[src/rtl/sram_ctrl_pkg.sv]
// Shared types and helpers for the MEM-stage SRAM access controller.
package sram_ctrl_pkg;

    typedef enum logic [1:0] {
        IDLE,
        LOW,
        HIGH,
        DONE
    } ctrlState_t;

    localparam logic PHASE_LOW  = 1'b0;
    localparam logic PHASE_HIGH = 1'b1;

    function automatic int clog2(input int value);
        int width;
        width = 1;
        while ((1 << width) < value) width++;
        return width;
    endfunction

endpackage

[src/rtl/sram_phase_timer.sv]
// Half-word phase timer: counts 0..WAIT_CYCLES-1, flags the last two counts.
module sram_phase_timer
    import sram_ctrl_pkg::*;
#(
    parameter int WAIT_CYCLES = 5
) (
    input  logic clk,
    input  logic rst,
    input  logic clr,
    input  logic en,
    output logic last,
    output logic nearLast
);

    localparam int CW = clog2(WAIT_CYCLES);
    localparam logic [CW-1:0] LAST_CNT = CW'(WAIT_CYCLES - 1);
    localparam logic [CW-1:0] NEAR_CNT = CW'(WAIT_CYCLES - 2);

    logic [CW-1:0] count;

    always_ff @(posedge clk or negedge rst) begin
        if (!rst) begin
            count <= '0;
        end else if (clr) begin
            count <= '0;
        end else if (en) begin
            count <= count + CW'(1);
        end
    end

    assign last     = (count == LAST_CNT);
    assign nearLast = (count == NEAR_CNT);

endmodule

[src/rtl/sram_access_ctrl.sv]
// MEM-stage controller: one 32-bit access as two 16-bit SRAM phases.
// Optional one-entry load buffer enabled by SRAM_READ_BUFFER_EN.
module sram_access_ctrl
    import sram_ctrl_pkg::*;
#(
    parameter int          ADDR_W      = 18,
    parameter int          WAIT_CYCLES = 5,
    parameter logic [31:0] BASE_ADDR   = 32'd1024
) (
    input  logic              clk,
    input  logic              rst,
    input  logic              memRead,
    input  logic              memWrite,
    input  logic [31:0]       address,
    input  logic [31:0]       writeData,
    output logic [31:0]       readData,
    output logic              ready,
    output logic [ADDR_W-1:0] sramAddr,
    output logic [15:0]       sramDqOut,
    input  logic [15:0]       sramDqIn,
    output logic              sramDqOe,
    output logic              sramWeN
);

    ctrlState_t        state;
    logic              isStore;
    logic [ADDR_W-2:0] lineAddr;
    logic [31:0]       wData;
    logic [31:0]       eff;
    logic              req;
    logic              hit;
    logic              start;
    logic              last;
    logic              nearLast;
    logic              inPhase;
    logic              unusedBits;

    assign eff        = address - BASE_ADDR;
    assign unusedBits = ^{eff[31:ADDR_W+1], eff[1:0]};
    assign req        = memRead | memWrite;

`ifdef SRAM_READ_BUFFER_EN
    logic [ADDR_W-2:0] bufTag;
    logic              bufValid;

    assign hit = memRead & ~memWrite & bufValid
               & (bufTag == eff[ADDR_W:2]);

    always_ff @(posedge clk or negedge rst) begin
        if (!rst) begin
            bufValid <= 1'b0;
            bufTag   <= '0;
        end else if (state == DONE) begin
            bufValid <= ~isStore;
            if (!isStore) bufTag <= lineAddr;
        end
    end
`else
    assign hit = 1'b0;
`endif

    assign start   = (state == IDLE) & req & ~hit;
    assign inPhase = (state == LOW) | (state == HIGH);
    assign ready   = (state == DONE) | ((state == IDLE) & ~start);

    sram_phase_timer #(
        .WAIT_CYCLES(WAIT_CYCLES)
    ) uTimer (
        .clk     (clk),
        .rst     (rst),
        .clr     (start | last),
        .en      (inPhase),
        .last    (last),
        .nearLast(nearLast)
    );

    // Write strobe drops on phase entry and rises one cycle before the
    // phase ends so address and data stay valid past the WE edge.
    always_ff @(posedge clk or negedge rst) begin
        if (!rst) begin
            state     <= IDLE;
            isStore   <= 1'b0;
            lineAddr  <= '0;
            wData     <= '0;
            readData  <= '0;
            sramAddr  <= '0;
            sramDqOut <= '0;
            sramDqOe  <= 1'b0;
            sramWeN   <= 1'b1;
        end else begin
            unique case (state)
                IDLE: begin
                    if (start) begin
                        state     <= LOW;
                        isStore   <= memWrite;
                        lineAddr  <= eff[ADDR_W:2];
                        wData     <= writeData;
                        sramAddr  <= {eff[ADDR_W:2], PHASE_LOW};
                        sramDqOut <= writeData[15:0];
                        sramDqOe  <= memWrite;
                        sramWeN   <= ~memWrite;
                    end
                end
                LOW: begin
                    if (nearLast) sramWeN <= 1'b1;
                    if (last) begin
                        state     <= HIGH;
                        sramAddr  <= {lineAddr, PHASE_HIGH};
                        sramDqOut <= wData[31:16];
                        sramWeN   <= ~isStore;
                        if (!isStore) readData[15:0] <= sramDqIn;
                    end
                end
                HIGH: begin
                    if (nearLast) sramWeN <= 1'b1;
                    if (last) begin
                        state    <= DONE;
                        sramDqOe <= 1'b0;
                        sramWeN  <= 1'b1;
                        if (!isStore) readData[31:16] <= sramDqIn;
                    end
                end
                DONE: begin
                    state <= IDLE;
                end
            endcase
        end
    end

endmodule
[config.mk]
export PLATFORM = sky130hd
export DESIGN_NAME = sram_access_ctrl
export DESIGN_NICKNAME = d
export VERILOG_FILES = /design/src/rtl/sram_ctrl_pkg.sv /design/src/rtl/sram_phase_timer.sv /design/src/rtl/sram_access_ctrl.sv
export SDC_FILE = /design/constraint.sdc
export NUM_CORES = 1
export LEC_CHECK = 0
export CORE_ASPECT_RATIO = 1.1
export CORE_MARGIN = 2
export CORE_UTILIZATION = 40
export CTS_BUF_LIST = sky130_fd_sc_hd__clkbuf_4
export DETAILED_ROUTE_END_ITERATION = 10
export GPL_ROUTABILITY_DRIVEN = 0
export PLACE_DENSITY = 0.67
export SLEW_MARGIN = 20
export SYNTH_ARGS = -nofsm -noshare
export SYNTH_HDL_FRONTEND = slang
export SYNTH_HIERARCHICAL = 1
export SYNTH_SLANG_ARGS = --single-unit
[constraint.sdc]
create_clock -name clk -period 2.31 [get_ports clk]
set_input_delay 0.5775 -clock clk [delete_from_list [all_inputs] [get_ports clk]]
set_output_delay 0.5775 -clock clk [all_outputs]
set_load 0.1 [all_outputs]
==> results.md, run 1 <==
* First-pass GRT wire length at 15.9 mm
* Cell Rows at 41
* Area leader, netlist: dfrtp_1
* Mapped Cells at 374
* Total GRT Usage at 16.2%
* Post-synthesis sequential area ratio at 57.4%
* Endpoints failing hold at 0
* Met2 wire len at 4.71 mm
* Syn_nets at 466
* Clock transition at path regs at 0.15 ns
* Avg Cell Area, Syn at 12.5 µm²
* Ys async rst share at 100%
* Critical path endpoint category: output pin
* Total congestion overflow at 0
* Hold Path Sink: lineAddr[10]
* Initial cell density of the core at 40.8%
* Placed Cells at 658
* Top_reg_cell synth: dfrtp_1
* Root Buffer: clkbuf_4
* CP Data Required Time at 1.73 ns
* Clock Sink Count at 107
* Routed vias/inst at 4.80
* R2R Path Start: state[0]
* Non-Filler Instances at 682
* Clock skew at 0.0168 ns
* Crit Path Max Fanout at 2
* Top area cells in the synthesized netlist: dfrtp_1, mux2_2, mux2i_1
* Max Cap Viol at 0
* Initial antenna violation count at 0
* FF-to-FF End: readData[5]
* Distinct cells, synth at 40
* Hold Path Origin: lineAddr[10]
* EDFF count, synth at 0
* DRC at 0
* H-tree Lvls at 3
* Total CTS buffers at 9
* WL/cell at 14.7 µm
* TritonCTS clock tree: yes
* Max clock buf depth at 2
* Final count of pins violating max slew at 0
* Peak Freq at 437 MHz
* RSZ-0062 raised after global routing: true
* Worst r2r path cells at 7
* Hold Path Depth at 2
* Core Area at 11400 µm²
* Kind of critical path: register to output pin
* Minimum clock period at 2.29 ns
* Synth warnings at 6
* Yosys top cell area share at 56.9%
* Critical path arrival at 1.71 ns
* Drt pass-1 iters at 4
* Vias in the first global route at 3161
* Largest net degree at the start of global routing at 44
* Period utilization at 99.0%
* Via count at 3272
* Hold WS at 0.500 ns
* Nets@finish at 618
* Setup crit start kind: register
* Slew headroom at 74.0%
* Final WL at 10.0 mm
* Die Span Y at 117 µm
* Post-route ant nets at 0
* Mapped cell area at 4670 µm²
* DP HPWL at 7.36 mm
* DIE AREA at 12500 µm²
* Port buffer count at 137
* Final Setup Violations at 0
* DR top layer: met4
* Origin of the worst setup path: state[0]
* Hold WC Path Type: register to register
* Metal-1 WL at 4.74 mm
* DR iter-0 viols at 89
* Die X at 107 µm
* Status: completed
* WL met3 at 448 µm
* Skew-Pair Late Insertion Delay at 0.44 ns
* Slew @ Worst Pin at 0.387 ns
* Layout cell share with drive strength beyond 1 at 34.3%
* Reg-to-reg slack, setup at 0.40 ns
* IO Pins at 153
* Area growth from synthesis to layout at 36.1%
* Synthesis-stage register bit count at 107
-- worst max path at each step --
stage | endpoint | slack, ns | cells past startpoint
after floorplan | ready | 0.24 | 5
after global placement | ready | 0.05 | 4
after detailed placement | sramDqOut[1] | 0.03 | 6
after CTS | ready | -0.01 | 5
after global routing | ready | -0.07 | 5
final | ready | 0.02 | 5
-- registers in the layout, indices dropped and copies added (netlist names), 2 cells and up --
register      cells
sramAddr         18
wData            16
uTimer/count      3
sramDqOut        16
state             2
lineAddr         17
readData         32
-- cell type report --
type | instances | area (µm²)
fill | 998 | 5090
inverter | 8 | 30.0
clock buffer | 10 | 75.1
multi-input combinational | 238 | 1850
timing repair buffer | 162 | 1440
antenna | 1 | 2.50
clock inverter | 6 | 88.8
tap | 150 | 188
sequential | 107 | 2680
-- placed cells by master (no fill, tap or decap), drive strengths merged, types with 2 or more instances in the layout --
cell           instances
o211ai                 3
nor2                  11
a22o                   2
xnor2                  6
a21oi                  7
dfrtp                106
nor3b                  2
o21ai                 44
mux2i                 26
clkbuf                10
mux2                  59
buf                   94
nand2b                 6
bufinv                 2
nor4                   2
nand2                 44
clkinv                 2
a32oi                  2
ha                     8
inv                    9
xor2                   2
and2                   2
clkdlybuf4s50         67
nand3                  2
-- worst max-delay path, cell delays in order (launching register included) --
cell and delay [ns]:
dfrtp_1 0.42, inv_2 0.09, ha_4 0.13, or3b_4 0.39
nand2b_4 0.09, buf_12 0.17
-- layer usage --
| metal | vias up | track usage (%) |
|---|---|---|
| met3 | 10 | 3.32 |
| met4 | 0 | 5.71 |
| met5 | - | 0 |
| met2 | 95 | 26.1 |
| met1 | 1568 | 22.1 |
| li1 | 1599 | - |
-- cells in the mapped netlist, types with 2 or more instances --
library cell,count
buf_8,3
buf_2,11
mux2_2,58
inv_1,8
nor2_1,11
clkbuf_2,2
o21ai_2,6
o21ai_0,38
o211ai_1,2
and2_1,2
xnor2_1,6
a32oi_1,2
clkbuf_1,2
nand3_1,2
a22o_1,2
ha_1,8
a21oi_1,7
nand2_1,44
nor3b_1,2
mux2i_1,26
dfrtp_1,106
xor2_1,2
nand2b_1,6
nor4_1,2
-- cells by family (layout without fill, tap and decap cells) --
kind of cell | after synthesis | in the layout | share of synthesized area, %
buf+inv | 29 | 186 | 3.65
flops | 107 | 107 | 57.4
mux | 85 | 85 | 19.8
fa+ha+maj | 8 | 8 | 2.15
simple gates | 73 | 73 | 6.89
xor+xnor | 8 | 8 | 1.50
compound gates | 64 | 64 | 8.58
other cells | 0 | 1 | 0
-- repair_timing --
item                       4_1_cts  5_1_grt
setup endpoints to repair        1        1
setup buffers                    4        2
hold endpoints to repair         5        0
hold buffers                     1        0
resized for setup                6        0
pin swaps                        0        0
-- through the flow --
step | setup slack, ns | setup TNS (ns) | instance area, µm² | util [%]
final | 0.0221 | 0 | 6350 | 55.5
after global routing | -0.0702 | -0.0702 | 6350 | 55.5
after CTS | -0.0107 | -0.0107 | 6330 | 55.3
after detailed placement | 0.0343 | 0 | 6110 | 53.4
after global placement | 0.0511 | 0 | 6110 | 53.4
after floorplan | 0.240 | 0 | 4670 | -
Power of run 1 is not shown: default switching activity piles up to over one toggle a cycle in this logic, so the estimate is an artifact.
==> run 2, diff against run 1 <==
--- a/config.mk
+++ b/config.mk
@@ -5,13 +5,15 @@
 export SDC_FILE = /design/constraint.sdc
 export NUM_CORES = 1
 export LEC_CHECK = 0
+export CELL_PAD_IN_SITES_DETAIL_PLACEMENT = 1
+export CELL_PAD_IN_SITES_GLOBAL_PLACEMENT = 1
 export CORE_ASPECT_RATIO = 1.1
 export CORE_MARGIN = 2
-export CORE_UTILIZATION = 40
+export CORE_UTILIZATION = 37
 export CTS_BUF_LIST = sky130_fd_sc_hd__clkbuf_4
 export DETAILED_ROUTE_END_ITERATION = 10
 export GPL_ROUTABILITY_DRIVEN = 0
-export PLACE_DENSITY = 0.67
+export PLACE_DENSITY = 0.78
 export SLEW_MARGIN = 20
 export SYNTH_ARGS = -nofsm -noshare
 export SYNTH_HDL_FRONTEND = slang
==> run 2 against run 1 <==
Against the previous run:
- clock-buffer cell count down 1
- global-route usage rose by 0.73 points
- routed wire length grew 11%
- non-clock buffer count down 4
- flip-flop and latch count stayed put
- the flow now finishes with violations (negative setup slack)
- worst hold slack lost 0.29 ns
- maximum frequency is 2.3% lower
==> results.md, run 2 (synthesized netlist as in run 1, its figures left out) <==
* Area after DPL at 6110 µm² (+0.10%)
* Total GRT Usage at 17.0% (+0.73 points)
* DRC at 0 (unchanged)
* Area growth from synthesis to layout at 34.9%
* H-tree Lvls at 3 (unchanged)
* Fill cells at 1357 (+36%)
* Post-route ant nets at 0 (unchanged)
* Fin util at 50.4% (-5.1 points)
* Initial antenna violation count at 0 (unchanged)
* R2R Path Start: state[1]
* Via count at 3427 (+4.7%)
* Period utilization at 101% (+2.3 points)
* FF-to-FF End: sramAddr[12]
* Total congestion overflow at 0 (unchanged)
* First-pass GRT wire length at 18.4 mm (+16%)
* Port buffer count at 137 (unchanged)
* Final WL at 11.1 mm (+11%)
* Critical path arrival at 1.76 ns (+0.05 ns)
* DP HPWL at 8.03 mm (+9.2%)
* DIE AREA at 13500 µm² (+7.8%)
* Die Span Y at 122 µm (+3.8%)
* Worst r2r path cells at 7 (unchanged)
* Status: finished with violations
* Slew @ Worst Pin at 0.713 ns (+0.326 ns)
* Die X at 111 µm (+3.8%)
* Clock transition at path regs at 0.16 ns (about the same)
* Biggest regs: readData x32, sramAddr x18, lineAddr x17
* Total CTS buffers at 9 (unchanged)
* Skew-Pair Late Insertion Delay at 0.46 ns (+0.02 ns)
* Clock Sink Count at 107 (unchanged)
* Max Cap Viol at 0 (unchanged)
* TritonCTS clock tree: yes
* Routed vias/inst at 5.00 (+4.3%)
* CP Data Required Time at 1.73 ns (about the same)
* Cell Rows at 43 (+4.9%)
* Final Instance Area at 6290 µm² (-0.85%)
* Max clock buf depth at 2 (unchanged)
* Root Buffer: clkbuf_4
* Failing checks: negative setup slack
* Crit Path Max Fanout at 2 (unchanged)
* Fin worst setup slack at -0.0312 ns (-0.0533 ns)
* Hold WC Path Type: input port to asynchronous set/reset pin
* Vias in the first global route at 3733 (+18%)
* DR iter-0 viols at 69 (-22%)
* Setup crit start kind: register
* RSZ-0062 raised after global routing: true
* Clock skew at 0.0178 ns (+0.00107 ns)
* Core Area at 12500 µm² (+9.1%)
* Initial cell density of the core at 37.4% (-3.4 points)
* Minimum clock period at 2.34 ns (+0.0533 ns)
* Drt pass-1 iters at 4 (unchanged)
* Nets@finish at 614 (-0.65%)
* Number of flip-flops in the largest register at 32 (unchanged)
* Critical path endpoint category: output pin
* Top reg by flops: readData
* Peak Freq at 427 MHz (-2.3%)
* Commonest non-fill, non-tap cell in the layout: dfrtp_1
* Kind of critical path: register to output pin
* Most frequent cells in the layout: dfrtp_1, buf_4, clkdlybuf4s50_1
* Final count of pins violating max slew at 0 (unchanged)
* Largest net degree at the start of global routing at 57 (+30%)
* WL/cell at 16.2 µm (+10%)
* Endpoints failing hold at 0 (unchanged)
* Slew headroom at 52.5% (-22 points)
* Total negative setup slack at -0.0312 ns (-0.0312 ns)
* Layout cell share with drive strength beyond 1 at 34.2% (-0.12 points)
* IO Pins at 153 (unchanged)
* Reg-to-reg slack, setup at 0.32 ns (-0.08 ns)
* Final Setup Violations at 1 (+1)
==> run 2: per-layer routing <==
metal / wire [µm] / global-route usage [%]
met2: 5830 / 30.7
met5: 0 / 0
met3: 415 / 3.08
met1: 4650 / 20.3
met4: 232 / 6.33
==> run 2: timing repair <==
item | in CTS | in global routing
hold buffers | 0 | 0
buffers inserted | 4 | 1
gates resized for setup | 6 | 0
pin swaps | 1 | 1
endpoints found under the setup margin | 1 | 1
==> run 2: worst max-delay path, cell delays in order (launching register included) <==
cell	delay, ns
dfrtp_1	0.44
inv_2	0.09
ha_4	0.14
or3b_4	0.39
nand2b_4	0.09
buf_12	0.17
==> run 2: how the worst max path moves through the flow <==
stage | start | to | slack (ns) | cells past startpoint
2_1_floorplan | state[0] | ready | 0.24 | 5
3_3_place_gp | memWrite | ready | 0.05 | 4
5_1_grt | state[1] | ready | -0.10 | 5
4_1_cts | state[1] | ready | -0.05 | 5
3_5_place_dp | memWrite | ready | 0.05 | 4
6_report | state[0] | ready | -0.03 | 5
==> run 2: cell type report <==
class | instances | area [µm²] | share of cell area, %
multi-input combinational | 238 | 1850 | 29.4
tap | 157 | 196 | 3.12
sequential | 107 | 2680 | 42.6
antenna | 1 | 2.50 | 0.0398
timing repair buffer | 158 | 1420 | 22.5
clock buffer | 9 | 67.6 | 1.07
clock inverter | 7 | 53.8 | 0.855
inverter | 8 | 30.0 | 0.477
==> run 2: per-stage QoR <==
step                      hold WS (ns)  std cells  setup slack (ns)
after floorplan                  0.282        374             0.240
after global placement           0.463        663            0.0548
after detailed placement         0.468        663            0.0489
after CTS                        0.204        683           -0.0478
after global routing             0.243        684            -0.105
final                            0.208        685           -0.0312
Power of run 2 is left out for the same reason.
==> run 3, diff against run 2 <==
--- a/config.mk
+++ b/config.mk
@@ -7,15 +7,13 @@
 export LEC_CHECK = 0
 export CELL_PAD_IN_SITES_DETAIL_PLACEMENT = 1
 export CELL_PAD_IN_SITES_GLOBAL_PLACEMENT = 1
-export CORE_ASPECT_RATIO = 1.1
 export CORE_MARGIN = 2
 export CORE_UTILIZATION = 37
 export CTS_BUF_LIST = sky130_fd_sc_hd__clkbuf_4
 export DETAILED_ROUTE_END_ITERATION = 10
 export GPL_ROUTABILITY_DRIVEN = 0
-export PLACE_DENSITY = 0.78
+export PLACE_DENSITY = 0.79
 export SLEW_MARGIN = 20
 export SYNTH_ARGS = -nofsm -noshare
 export SYNTH_HDL_FRONTEND = slang
-export SYNTH_HIERARCHICAL = 1
 export SYNTH_SLANG_ARGS = --single-unit
==> run 3 against run 2 <==
Against the previous run:
- critical path type unchanged
- routed wire length grew 5.9%
- the flow now finishes without violations
- worst hold slack improved by 0.30 ns
- clock-buffer cell count rose by 1
==> results.md, run 3 <==
* Mapped cell area at 4600 µm² (-1.4%)
* Distinct cells, synth at 35 (-13%)
* Crit Path Max Fanout at 2 (unchanged)
* DRC at 0 (unchanged)
* Via count at 3402 (-0.73%)
* TritonCTS clock tree: yes
* Max clock buf depth at 2 (unchanged)
* Avg Cell Area, Syn at 12.2 µm² (-2.2%)
* Area growth from synthesis to layout at 36.9%
* Top_reg_cell synth: dfrtp_1
* Syn_nets at 469 (+0.64%)
* Initial antenna violation count at 0 (unchanged)
* Final count of pins violating max slew at 0 (unchanged)
* IO Pins at 153 (unchanged)
* Post-synthesis sequential area ratio at 58.2% (+0.83 points)
* Commonest non-fill, non-tap cell in the layout: dfrtp_1
* Area of the multi-input gates at 1830 µm² (-0.88%)
* Period utilization at 98.4% (-3.0 points)
* Core Area at 12100 µm² (-3.4%)
* Hold WS at 0.506 ns (+0.298 ns)
* Critical path endpoint category: output pin
* GR Layer Usage met1 at 20.4% (+0.087 points)
* Clock transition at path regs at 0.15 ns (about the same)
* Drt pass-1 iters at 6 (+2)
* Final WL at 11.8 mm (+5.9%)
* DIE AREA at 13300 µm² (-1.4%)
* Final Setup Violations at 0 (-1)
* Fill cells at 1273 (-6.2%)
* Skew-Pair Late Insertion Delay at 0.49 ns (+0.03 ns)
* Routed vias/inst at 4.90 (-2.0%)
* Port buffer count at 137 (unchanged)
* Number of flip-flops in the largest register at 32 (unchanged)
* Fin worst setup slack at 0.0371 ns (+0.0683 ns)
* Register area at 2680 µm² (unchanged)
* DR iter-0 viols at 164 (+140%)
* DP HPWL at 8.43 mm (+5.0%)
* Count leader, synth: dfrtp_1
* Synth warnings at 0 (-6)
* Slew @ Worst Pin at 0.453 ns (-0.260 ns)
* Nets@finish at 615 (+0.16%)
* Synthesis-stage register bit count at 107 (unchanged)
* DP Worst Slack at -0.0621 ns (-0.111 ns)
* Global-route met3 utilization at 6.96% (+3.9 points)
* CP Data Required Time at 1.73 ns (about the same)
* Status: completed
* Layout cell share with drive strength beyond 1 at 33.1% (-1.1 points)
* WL/cell at 17.0 µm (+4.5%)
* Grt peak-use layer: met2
* Peak Freq at 440 MHz (+3.0%)
* Clock skew at 0.0159 ns (-0.00197 ns)
* EDFF count, synth at 0 (unchanged)
* Top reg by flops: readData
* ANT cells at 0 (-1)
* Hold WC Path Type: register to register
* Critical path arrival at 1.70 ns (-0.06 ns)
* Total CTS buffers at 9 (unchanged)
* Area leader, netlist: dfrtp_1
* First-pass GRT wire length at 19.2 mm (+4.5%)
* Minimum clock period at 2.27 ns (-0.0683 ns)
* Biggest regs: readData x32, sramAddr x18, lineAddr x17
* H-tree Lvls at 3 (unchanged)
* Largest net degree at the start of global routing at 50 (-12%)
* Grt met2 use at 33.7% (+3.0 points)
* Die X at 115 µm (+4.0%)
* Most frequent cells after synthesis: dfrtp_1, mux2_2, nand2_1
* Setup crit start kind: register
* Slew headroom at 69.7% (+17 points)
* Root Buffer: clkbuf_4
* Total congestion overflow at 0 (unchanged)
* Cell Rows at 40 (-7.0%)
* Fin util at 52.2% (+1.8 points)
* RSZ-0062 raised after global routing: true
* Ys async rst share at 100% (unchanged)
* Yosys top cell area share at 57.7% (+0.82 points)
* Most frequent cells in the layout: dfrtp_1, buf_4, clkdlybuf4s50_1
* Total GRT Usage at 18.7% (+1.8 points)
* Vias in the first global route at 3909 (+4.7%)
* Clock Sink Count at 107 (unchanged)
* Kind of critical path: register to output pin
* Final Instance Area at 6300 µm² (about the same)
* Initial cell density of the core at 38.1% (+0.75 points)
* Post-route ant nets at 0 (unchanged)
* Mapped Cells at 377 (+0.80%)
* Area after DPL at 6080 µm² (-0.57%)
* Die Span Y at 115 µm (-5.2%)
* Top area cells in the synthesized netlist: dfrtp_1, mux2_2, mux2i_1
* Max Cap Viol at 0 (unchanged)
* Endpoints failing hold at 0 (unchanged)
-- run 3: changes by cell type after synthesis, sizes merged, moves of 2 or more --
cell	previous run	this run
nand2	44	52
nand2b	6	1
nand3	2	5
o21ai	44	41
a32oi	2	0
clkbuf	4	2
nor2	11	13
o31ai	0	2
or2	1	3
-- run 3: routing by layer --
layer  up-vias  wire length, µm
met2       102             6060
met4         0              184
met1      1698             4650
met3        15              891
met5         -                0
li1       1587                -
-- run 3: area by class of cell --
cell class,instances,area share [%]
repair buffers,154,22.1
flip-flops and latches,107,42.5
multi-input cells,242,29.1
clock buffers,10,1.19
inverters,9,0.536
clock inverters,4,1.23
well taps,168,3.34
-- run 3: per-stage QoR --
stage | instances | TNS (ns)
6_report | 694 | 0
5_1_grt | 694 | -0.0558
4_1_cts | 692 | 0
3_5_place_dp | 675 | -0.0621
3_3_place_gp | 675 | -0.0285
2_1_floorplan | 377 | 0
-- run 3: worst paths after layout --
check	start	to	slack, ns	cells past startpoint
worst max-delay path	state[0]	ready	0.04	5
worst min-delay path	lineAddr[9]	lineAddr[9]	0.51	2
worst max register to register	uTimer.count[0]	readData[17]	0.41	6
worst min register to register	lineAddr[9]	lineAddr[9]	0.51	2
max in group asynchronous	rst	readData[8]	1.02	3
min in group asynchronous	rst	lineAddr[5]	0.54	2
-- run 3: timing repair --
item / CTS / global route
endpoints found under the setup margin: 1 / 1
hold buffers: 1 / 0
resized for setup: 4 / 3
buffers inserted: 2 / 2
endpoints found under the hold margin: 27 / 0
cloned: 0 / 0
pin swaps: 0 / 2
-- run 3: kinds of logic (layout without fill, tap and decap cells) --
logic type               count (synthesis)  after routing  share of synthesized area (%)
adder cells (fa/ha/maj)                  8              8                           2.18
XOR/XNOR                                 8              8                           1.52
flip-flops                             107            107                           58.2
multiplexers                            84             84                           19.9
AO/OA/AOI/OAI                           61             61                           7.54
AND/OR/NAND/NOR                         81             81                           7.94
buffers and inverters                   28            177                           2.72
-- run 3: critical path, stage by stage (launching register included) --
cell and delay, ns:
dfrtp_1 0.42, inv_2 0.07, ha_4 0.16, nor3b_4 0.14, or2_4 0.26, buf_12 0.16
Power of run 3 is left out for the same reason.
==> patch, RTL diff (config.mk and constraints of run 2) <==
Encoding of `ctrlState_t`: now one-hot (4 bits for 4 states).
--- a/src/rtl/sram_ctrl_pkg.sv
+++ b/src/rtl/sram_ctrl_pkg.sv
@@ -1,11 +1,11 @@
 // Shared types and helpers for the MEM-stage SRAM access controller.
 package sram_ctrl_pkg;
 
-    typedef enum logic [1:0] {
-        IDLE,
-        LOW,
-        HIGH,
-        DONE
+    typedef enum logic [3:0] {
+        IDLE = 4'b0001,
+        LOW  = 4'b0010,
+        HIGH = 4'b0100,
+        DONE = 4'b1000
     } ctrlState_t;
 
     localparam logic PHASE_LOW  = 1'b0;
Function: same outputs for any inputs over 10 cycles, from zero or initial values and one cycle with rst low; not proved beyond that.
==> patch against run 2 <==
Final area grew 1.3%; sequential cell count grew 2; wire length increased by 16%; largest cell class unchanged; worst setup slack better by 0.022 ns; the flow still finishes with violations (negative setup slack); register-to-register slack got worse by 0.22 ns; sequential share of layout area is 0.29 points higher; core utilization is 2.1 points higher; area after synthesis is 0.62% lower.
Power is left out: the tool's default activity adds up to more than one toggle a clock period on the data nets, which glitch-free logic cannot reach.
==> patch: results (changes against run 2) <==
stage,metric,value,unit,change
synthesis,synth-adder-area-share,1.08,%,-1.1 points
run_status,violations,negative setup slack,,
layout,fin_nets,685,,+12%
synthesis,seq_area_frac_synth,58.9,%,+1.5 points
worst_setup_path,cp.arrival,1.74,ns,-0.02 ns
sta,worstMarginPinSlew,0.641,ns,-0.0722 ns
sta,layout_setup_ws,-0.00887,ns,+0.0223 ns
grt,grt_max_degree,110,,+93%
clock_tree,postCtsSetupBuffers,5,,+1
grt,use_met1,23.5,%,+3.2 points
route,wl_met2,6.93,mm,+19%
run_status,status,"finished, violations left",,
synthesis,synth_compound_area_share,7.53,%,-1.1 points
synthesis,ys_top_cells_by_area,"dfrtp_1 (58%), nand2_1 (11%), mux2_2 (8.5%), nor2_1 (3.6%), a31oi_1 (3.2%)",,
grt,grt_first_pass_wirelength,21.0,mm,+14%
layout,sh_seq_area,42.8,%,+0.29 points
place,place_area,6130,um^2,+0.25%
sta,setup_violations,1,,unchanged
synthesis,synth_mux_area_share,8.72,%,-11 points
clock_tree,clkLatencyLatePin,0.48,ns,+0.02 ns
floorplan,die_area,13400,um^2,-0.60%
layout,multi_input_area_share,28.1,%,-1.3 points
route,wl_met3,365,um,-12%
place,place_hpwl,8.78,mm,+9.4%
grt,grt_usage,19.5,%,+2.6 points
layout,nFlopsAndLatches,109,,+1.9%
layout,clk_share,2.45,%,+0.53 points
grt,grt_pass1_vias,4139,,+11%
layout,buffers,161,,+1.9%
layout,drive_above_1_share,25.7,%,-8.4 points
synthesis,yosysUniqueCellTypes,41,,+2.5%
synthesis,synthTopCellsByCount,"nand2_1 (137), dfrtp_1 (107), nor2_1 (44)",,
synthesis,synth_xor_area_share,1.70,%,+0.20 points
==> patch: changes by cell type in the layout (fill, tap and decap cells not counted), sizes merged, moves of 4 or more <==
cell	before	now
nand2	44	137
o21ai	44	10
nor2	11	44
mux2i	26	1
a31oi	0	24
mux2	59	35
a211oi	1	6
ha	8	4
nand2b	6	2
nor3	1	5
nor3b	2	6
==> patch: worst paths after layout <==
kind	end	from	slack, ns	depth (start not counted)
max in group asynchronous	state[3]$_DFFE_PN0P_	rst	1.68	2
min	sramDqOut[0]$_DFFE_PN0P_	rst	0.16	2
max reg2reg	sramAddr[10]$_DFFE_PN0P_	state[0]$_DFFE_PN1P_	0.10	8
min reg2reg	wData[26]$_DFFE_PN0P_	wData[26]$_DFFE_PN0P_	0.50	2
max	ready	state[0]$_DFFE_PN1P_	-0.009	4
min in group clk	wData[26]$_DFFE_PN0P_	wData[26]$_DFFE_PN0P_	0.50	2
